File: src/rtl/knight_sprite_animator.sv
// Knight sprite animator: latches player state once per frame, sequences animation
// frames, and per pixel produces a registered hit flag and sprite-sheet ROM address.
module knight_sprite_animator #(
    parameter int SPRITE_W   = 30,
    parameter int SPRITE_H   = 62,
    parameter int FRAME_HOLD = 6,
    parameter int IDLE_N     = 4,
    parameter int WALK_N     = 6,
    parameter int RISE_N     = 2,
    parameter int FALL_N     = 2,
    parameter int ADDR_W     = 15
) (
    input  logic              Clk,
    input  logic              Reset,
    input  logic              vs,
    input  logic [9:0]        DrawX,
    input  logic [9:0]        DrawY,
    input  logic [9:0]        PlayerX,
    input  logic [9:0]        PlayerY,
    input  logic [3:0]        Player_Status,
    input  logic              Inverse,
    output logic              is_knight,
    output logic [ADDR_W-1:0] sprite_addr,
    output logic [2:0]        anim_frame
);

    localparam int FRAME_WORDS = SPRITE_W * SPRITE_H;

    typedef enum logic [1:0] {IDLE, WALK, RISE, FALL} state_t;

    state_t            state_reg, state_next, status_in;
    logic              vs_d_reg;
    logic              fp;
    logic [9:0]        x_reg, y_reg;
    logic              inv_reg;
    logic [2:0]        frame_reg, frame_next, frame_last;
    logic [7:0]        hold_reg, hold_next;
    logic [9:0]        left, top, col, row, mcol;
    logic              hit;
    logic [ADDR_W-1:0] base, addr_next;

    assign fp         = vs_d_reg & ~vs;
    assign anim_frame = frame_reg;

    always_comb begin
        case (Player_Status)
            4'd1:    status_in = WALK;
            4'd2:    status_in = RISE;
            4'd3:    status_in = FALL;
            default: status_in = IDLE;
        endcase
    end

    always_comb begin
        frame_last = 3'(IDLE_N - 1);
        base       = '0;
        case (state_reg)
            WALK: begin
                frame_last = 3'(WALK_N - 1);
                base       = ADDR_W'(IDLE_N * FRAME_WORDS);
            end
            RISE: begin
                frame_last = 3'(RISE_N - 1);
                base       = ADDR_W'((IDLE_N + WALK_N) * FRAME_WORDS);
            end
            FALL: begin
                frame_last = 3'(FALL_N - 1);
                base       = ADDR_W'((IDLE_N + WALK_N + RISE_N) * FRAME_WORDS);
            end
            default: ;
        endcase
    end

    // A status change restarts the animation even if the hold counter was about to expire.
    always_comb begin
        state_next = state_reg;
        frame_next = frame_reg;
        hold_next  = hold_reg;
        if (fp) begin
            state_next = status_in;
            if (status_in != state_reg) begin
                frame_next = '0;
                hold_next  = '0;
            end else if (hold_reg == 8'(FRAME_HOLD - 1)) begin
                hold_next = '0;
                if (frame_reg != frame_last)
                    frame_next = frame_reg + 3'd1;
                else if (state_reg == IDLE || state_reg == WALK)
                    frame_next = '0;
            end else begin
                hold_next = hold_reg + 8'd1;
            end
        end
    end

    // Modulo-1024 differences let boxes hanging off the left/top edge still match.
    always_comb begin
        left = x_reg - 10'(SPRITE_W / 2);
        top  = y_reg - 10'(SPRITE_H / 2);
        col  = DrawX - left;
        row  = DrawY - top;
        hit  = (col < 10'(SPRITE_W)) && (row < 10'(SPRITE_H));
        mcol = inv_reg ? (10'(SPRITE_W - 1) - col) : col;
        addr_next = '0;
        if (hit)
            addr_next = base
                      + ADDR_W'(frame_reg) * ADDR_W'(FRAME_WORDS)
                      + ADDR_W'(row) * ADDR_W'(SPRITE_W)
                      + ADDR_W'(mcol);
    end

    always_ff @(posedge Clk or posedge Reset) begin
        if (Reset) begin
            vs_d_reg    <= 1'b1;
            x_reg       <= 10'd320;
            y_reg       <= 10'd377;
            inv_reg     <= 1'b0;
            state_reg   <= IDLE;
            frame_reg   <= '0;
            hold_reg    <= '0;
            is_knight   <= 1'b0;
            sprite_addr <= '0;
        end else begin
            vs_d_reg  <= vs;
            state_reg <= state_next;
            frame_reg <= frame_next;
            hold_reg  <= hold_next;
            if (fp) begin
                x_reg   <= PlayerX;
                y_reg   <= PlayerY;
                inv_reg <= Inverse;
            end
            is_knight   <= hit;
            sprite_addr <= addr_next;
        end
    end

endmodule

File: config.mk
export PLATFORM = sky130hd
export DESIGN_NAME = knight_sprite_animator
export DESIGN_NICKNAME = d
export VERILOG_FILES = /design/src/rtl/knight_sprite_animator.sv
export SDC_FILE = /design/constraint.sdc
export NUM_CORES = 1
export LEC_CHECK = 0
export ABC_AREA = 1
export BUFFER_PORTS_ARGS = -buffer_cell sky130_fd_sc_hd__buf_2
export CAP_MARGIN = 40
export CORE_ASPECT_RATIO = 1.1
export CORE_UTILIZATION = 50
export CTS_CLUSTER_DIAMETER = 60
export CTS_CLUSTER_SIZE = 12
export DETAILED_ROUTE_END_ITERATION = 10
export PLACE_DENSITY_LB_ADDON = 0.05
export REMOVE_ABC_BUFFERS = 1
export SYNTH_ARGS = -nofsm -noshare
export SYNTH_HDL_FRONTEND = slang
export SYNTH_SLANG_ARGS = --single-unit
File: constraint.sdc
create_clock -name Clk -period 7.45 [get_ports Clk]
set_input_delay 0 -clock Clk [delete_from_list [all_inputs] [get_ports Clk]]
set_output_delay 0 -clock Clk [all_outputs]
set_load 0.05 [all_outputs]
# Yosys cells after proc, flatten, opt, wreduce, memory -nomap -nowiden
# Cells that the tools add are included.
# totals
reg_bits,51
latchBits,0
ram_bits,0
romBits,0
in_bits,48
n_memories,0
# classes
add_sub_neg,10
multipliers,2
n_div,0
order_cmp,2
n_eq_ne,9
shift,0
muxes,11
n_bitwise,2
n_reduce_logical,7
# op_table
op,n
case mux 15 bit (3 select lines),1
subtractor 10 bit,2
two-way mux 8 bit,2
adder 15 x 10 -> 15 bit,1
adder 15 x 14 -> 15 bit,1
adder 15 bit,1
two-way mux 15 bit,1
multiplier 10 x 4 -> 14 bit (second input constant),1
multiplier 3 x 9 -> 12 bit (second input constant),1
two-way mux 3 bit,4
less-than comparator 10 x 5 -> 1 bit (second input constant),1
less-than comparator 10 x 6 -> 1 bit (second input constant),1
two-way mux 10 bit,1
subtractor 10 x 4 -> 10 bit (second input constant),1
subtractor 10 x 5 -> 10 bit (second input constant),1
subtractor 5 x 10 -> 10 bit (first input constant),1
adder 8 x 1 -> 8 bit (second input constant),1
== test 4 x 2 -> 1 bit (second input constant),2
== test 8 x 3 -> 1 bit (second input constant),1
case mux 2 bit (3 select lines),1
case mux 3 bit (2 select lines),1
== test 2 bit (second input constant),2
== test 4 x 1 -> 1 bit (second input constant),1
adder 3 x 1 -> 3 bit (second input constant),1
other kinds (12),12

# Longest topological paths before layout
# logic_depth
word_depth,7
depth_mapped,37
mapped_depth_nobuf,37

# Least setup slack after synthesis
# OpenSTA, ideal clock, no wires.
# synth_path
kind,reg2reg
start,reg y_reg[0]
end,reg sprite_addr[13]
setup_time_ps,124
arrival_time_ps,5780
slack_ps,1546
path_stages_with_launch,28
synth_period_minus_slack_ps,5904
path_cell_list,dfstp_2 -> inv_1 -> ha_1 -> ha_1 -> fa_1 -> xor2_1 -> inv_1 -> fa_1 -> fa_1 -> inv_1 -> ha_1 -> a21oi_1 -> o21ai_0 -> a21oi_1 -> nor2_1 -> nor2_1 -> xor2_1 -> fa_1 -> ha_1 -> ha_1 -> inv_1 -> nor3_1 -> inv_1 -> nor2_1 -> nand2_1 -> o211ai_1 -> xor2_1 -> nor2_4
# synth_via
elab_chain_cells,6
word_cells_on_any_way,8
cone_classes,4 x add/sub; 1 x mul; 1 x order compare; 1 x mux; 1 x reduce/logical
# synth_rtl
element,line,rtl
"start, declared",34,"logic [9:0] x_reg, y_reg;"
"start signal, assigned",130,y_reg <= PlayerY;
subtractor 10 x 5 -> 10 bit (*),99,top = y_reg - 10'(SPRITE_H / 2);
subtractor 10 bit (*),101,row = DrawY - top;
multiplier 10 x 4 -> 14 bit,108,+ ADDR_W'(row) * ADDR_W'(SPRITE_W)
adder 15 bit,108,
adder 15 x 10 -> 15 bit,109,+ ADDR_W'(mcol);
two-way mux 15 bit (*),105,if (hit)
named net addr_next[13],40,"logic [ADDR_W-1:0] base, addr_next;"
"end signal, assigned",134,sprite_addr <= addr_next;
"end, declared",23,"output logic [ADDR_W-1:0] sprite_addr,"
# The timed path passes the listed nets; every way through them passes the cells marked *.
# A chain may end at the register's enable or synchronous reset.

# Worst setup path in the final report
# Ends and elaborated chain as after synthesis.

==> flow_metrics.py <==
metrics = {
    "sta": {
        "finalCritPeriodShare_pct": 84.8,
        "setup_repair_after_global_routing_missed_its_margin": "no",
        "finalWorstPathRequiredPeriod_ns": 6.32,
        "final.setup_skew_ns": 0.00703,
        "timing_max_transition_violations_final": 0,
        "max-slew-margin-rel_pct": 55.4,
        "report.final.hold_viol_count": 0,
        "fmax_mhz": 158,
        "fin_setup_tns_ns": 0,
        "setup-violations-final": 0,
        "tightest_slew_ns": 0.668,
    },
    "setup_path": {
        "crit_end": "sprite_addr[13]$_DFF_PP0_",
        "worst-r2r-setup-slack_ns": 1.13,
        "critPathArrivalTime_ns": 6.50,
        "worstRegToRegCells": 27,
        "crit_path_end_kind": "flip-flop",
        "maximum_fanout_count_along_the_critical_path": 4,
        "worst-endpoint-required_ns": 7.64,
        "criticalPathCategory": "flip-flop to flip-flop",
        "critPathLaunch": "y_reg[0]$_DFFE_PP1P_",
        "r2r-start": "y_reg[0]$_DFFE_PP1P_",
        "worst_setup_path_start_kind": "flip-flop",
        "capture_point_of_the_worst_reg_to_reg_path": "sprite_addr[13]$_DFF_PP0_",
    },
    "drt": {
        "initialDrtViolationCount": 155,
        "detail_route.wl_per_cell_microns": 12.3,
        "ant_nets": 0,
        "num_vias": 4834,
        "drcViolationCount": 0,
        "route.final.wire_length_microns": 12200,
        "wl_met1_microns": 5750,
        "top_layer": "met4",
        "vias_per_cell": 4.89,
        "route.met3.wl_microns": 383,
        "met2WireLength_microns": 5850,
        "detail_route.first_pass.iterations": 4,
    },
    "grt": {
        "grt_pass1_wl_microns": 21800,
        "antenna_found_initial": 0,
        "track_usage_pct": 22.1,
        "grt_pass1_vias": 4986,
        "grt_overflow_total": 0,
        "grt_max_degree": 52,
    },
    "clocking": {
        "tritoncts.num_buffers": 5,
        "cts_htree_levels": 2,
        "cts.clk_slew.worst_paths_ns": 0.08,
        "clock_net_sink_count": 51,
        "clock_tree.root_cell": "sky130_fd_sc_hd__clkbuf_16",
        "tritoncts": "built",
        "cts_resized": 0,
        "worstSkewPairLatency_ns": 0.30,
        "cts_setup_buffers": 0,
        "cts_max_path_buffers": 2,
        "holdBufCountCts": 23,
    },
    "layout": {
        "largest_register_ffs": 15,
        "antenna-diode-count": 0,
        "nNetsFinal": 1012,
        "filler_cell_count": 1080,
        "multi_input_comb_area_sq_um": 3970,
        "stdcell_area_sq_um": 6810,
        "instances_no_fill": 988,
        "areaGrowthSynthToFinish_pct": 14.8,
        "layout-drive-gt1-share_pct": 14.3,
        "layout.area.seq_sq_um": 1290,
    },
    "synth": {
        "synth_enable_flop_cells": 0,
        "seq_area_frac_synth_pct": 21.7,
        "synthArstFlopShare_pct": 100,
        "ys_warn_count": 0,
        "yosys-top-cells-count": "sky130_fd_sc_hd__inv_1, sky130_fd_sc_hd__nand2_1, sky130_fd_sc_hd__ha_1, sky130_fd_sc_hd__dfrtp_1",
        "top_cell_type_by_total_area_after_synthesis": "sky130_fd_sc_hd__ha_1",
        "share_of_yosys_cell_area_claimed_by_the_top_area_cell_type_pct": 19.4,
        "postSynth.topFlopCell": "sky130_fd_sc_hd__dfrtp_1",
        "post_synth_instance_area_sq_um": 5930,
        "synth.most_common_cell": "sky130_fd_sc_hd__inv_1",
        "syn-instance-count": 746,
        "ys_types": 37,
        "synthesis.area_per_instance_sq_um": 7.96,
        "postSynthRegisterBits": 51,
        "yosys-top-cells-area": "sky130_fd_sc_hd__ha_1, sky130_fd_sc_hd__dfrtp_1, sky130_fd_sc_hd__fa_1, sky130_fd_sc_hd__inv_1, sky130_fd_sc_hd__nand2_1",
    },
    "die": {
        "chipWidth_microns": 106,
        "initial_utilization_pct": 51.6,
        "die_h_microns": 116,
        "core_region_area_sq_um": 11500,
        "io_pins": 67,
        "die_area_sq_um": 12300,
        "floorplan.rows": 41,
    },
    "place": {
        "detailedPlacementHpwl_microns": 9860,
        "globalplace.congestion": 0.829,
        "buffer_ports.inserted": 66,
        "placedCellCount": 957,
        "place_area_sq_um": 6430,
    },
    "hold_path": {
        "hp-class": "primary input to flip-flop",
    },
    "flow_run": {
        "drv_cap": 0,
    },
    "status": {
        "outcome": "complete, no violations",
    },
}
==> logic make-up after synthesis <==
group	count (synthesis)	share of synthesized area, %
buf+inv	178	11.5
compound gates	82	7.72
xor+xnor	45	6.77
flops	51	21.7
simple gates	263	21.1
fa+ha+maj	127	31.2
==> worst min path at each step <==
stage,from,end,slack [ns],cells after the start
5_1_grt,Player_Status[1],state_reg[1]$_DFFE_PP0P_,0.03,3
6_report,Player_Status[1],state_reg[1]$_DFFE_PP0P_,0.01,3
3_3_place_gp,vs,vs_d_reg$_DFF_PP1_,0.12,1
2_1_floorplan,vs,vs_d_reg$_DFF_PP1_,0.004,0
4_1_cts,Player_Status[1],state_reg[1]$_DFFE_PP0P_,0.01,3
3_5_place_dp,vs,vs_d_reg$_DFF_PP1_,0.12,1
==> worst max-delay path, stage by stage, from the launching register on <==
cell and delay (ns):
sky130_fd_sc_hd__dfstp_2 0.52, sky130_fd_sc_hd__inv_1 0.04, sky130_fd_sc_hd__ha_1 0.17, sky130_fd_sc_hd__ha_1 0.22
sky130_fd_sc_hd__fa_1 0.43, sky130_fd_sc_hd__xor2_1 0.37, sky130_fd_sc_hd__inv_1 0.16, sky130_fd_sc_hd__fa_1 0.51
sky130_fd_sc_hd__fa_1 0.52, sky130_fd_sc_hd__inv_1 0.04, sky130_fd_sc_hd__ha_1 0.34, sky130_fd_sc_hd__a21oi_1 0.20
sky130_fd_sc_hd__o21ai_0 0.13, sky130_fd_sc_hd__a21oi_1 0.22, sky130_fd_sc_hd__nor2_1 0.06, sky130_fd_sc_hd__nor2_1 0.11
sky130_fd_sc_hd__xor2_1 0.18, sky130_fd_sc_hd__fa_1 0.44, sky130_fd_sc_hd__ha_1 0.31, sky130_fd_sc_hd__ha_1 0.32
sky130_fd_sc_hd__inv_1 0.08, sky130_fd_sc_hd__nor3_1 0.18, sky130_fd_sc_hd__inv_1 0.07, sky130_fd_sc_hd__nor2_1 0.08
sky130_fd_sc_hd__nand2_1 0.06, sky130_fd_sc_hd__o211ai_1 0.11, sky130_fd_sc_hd__xor2_1 0.25, sky130_fd_sc_hd__nor2_4 0.05
==> through the flow <==
step / setup WS [ns] / util [%] / hold WS, ns
final: 1.13 / 59.3 / 0.0132
after detailed placement: 1.13 / 55.9 / 0.123
after global placement: 1.28 / 55.9 / 0.124
after floorplan: 1.54 / - / 0.00448
after global routing: 0.651 / 59.3 / 0.0293
after CTS: 1.11 / 59.3 / 0.0138
==> layer usage <==
metal,GRT usage [%],up-vias
met3,2.18,11
met4,5.83,0
met5,0,-
met2,39.7,63
li1,-,2495
met1,28.4,2265
==> cell usage in the layout, fill, tap and decap left out, types with 2 or more instances in the layout <==
master	count
sky130_fd_sc_hd__fa_1	35
sky130_fd_sc_hd__inv_1	167
sky130_fd_sc_hd__dfstp_2	9
sky130_fd_sc_hd__a21o_1	7
sky130_fd_sc_hd__nor2_4	10
sky130_fd_sc_hd__o21bai_1	3
sky130_fd_sc_hd__nand2_2	10
sky130_fd_sc_hd__a21oi_1	25
sky130_fd_sc_hd__inv_2	4
sky130_fd_sc_hd__buf_2	66
sky130_fd_sc_hd__xor2_1	25
sky130_fd_sc_hd__a31oi_1	4
sky130_fd_sc_hd__nand3b_1	4
sky130_fd_sc_hd__dfrtp_1	42
sky130_fd_sc_hd__xnor2_1	19
sky130_fd_sc_hd__clkinv_4	2
sky130_fd_sc_hd__nand2_1	144
sky130_fd_sc_hd__clkbuf_16	5
sky130_fd_sc_hd__nand3_1	26
sky130_fd_sc_hd__buf_4	2
sky130_fd_sc_hd__o21ai_0	37
sky130_fd_sc_hd__nor2_1	36
sky130_fd_sc_hd__dlygate4sd3_1	23
sky130_fd_sc_hd__nor3_1	10
sky130_fd_sc_hd__ha_1	92
sky130_fd_sc_hd__nand3_2	4
sky130_fd_sc_hd__nand4_1	12
==> area by class of cell <==
cell class,instances,area share (%)
clock inverter,3,0.422
timing repair buffer,91,8.45
sequential,51,18.9
clock buffer,5,1.84
inverter,171,9.42
multi-input combinational,517,58.2
tap,150,2.76
Power is not shown: default switching activity piles up to over one toggle a cycle in this logic, so the estimate is an artifact.
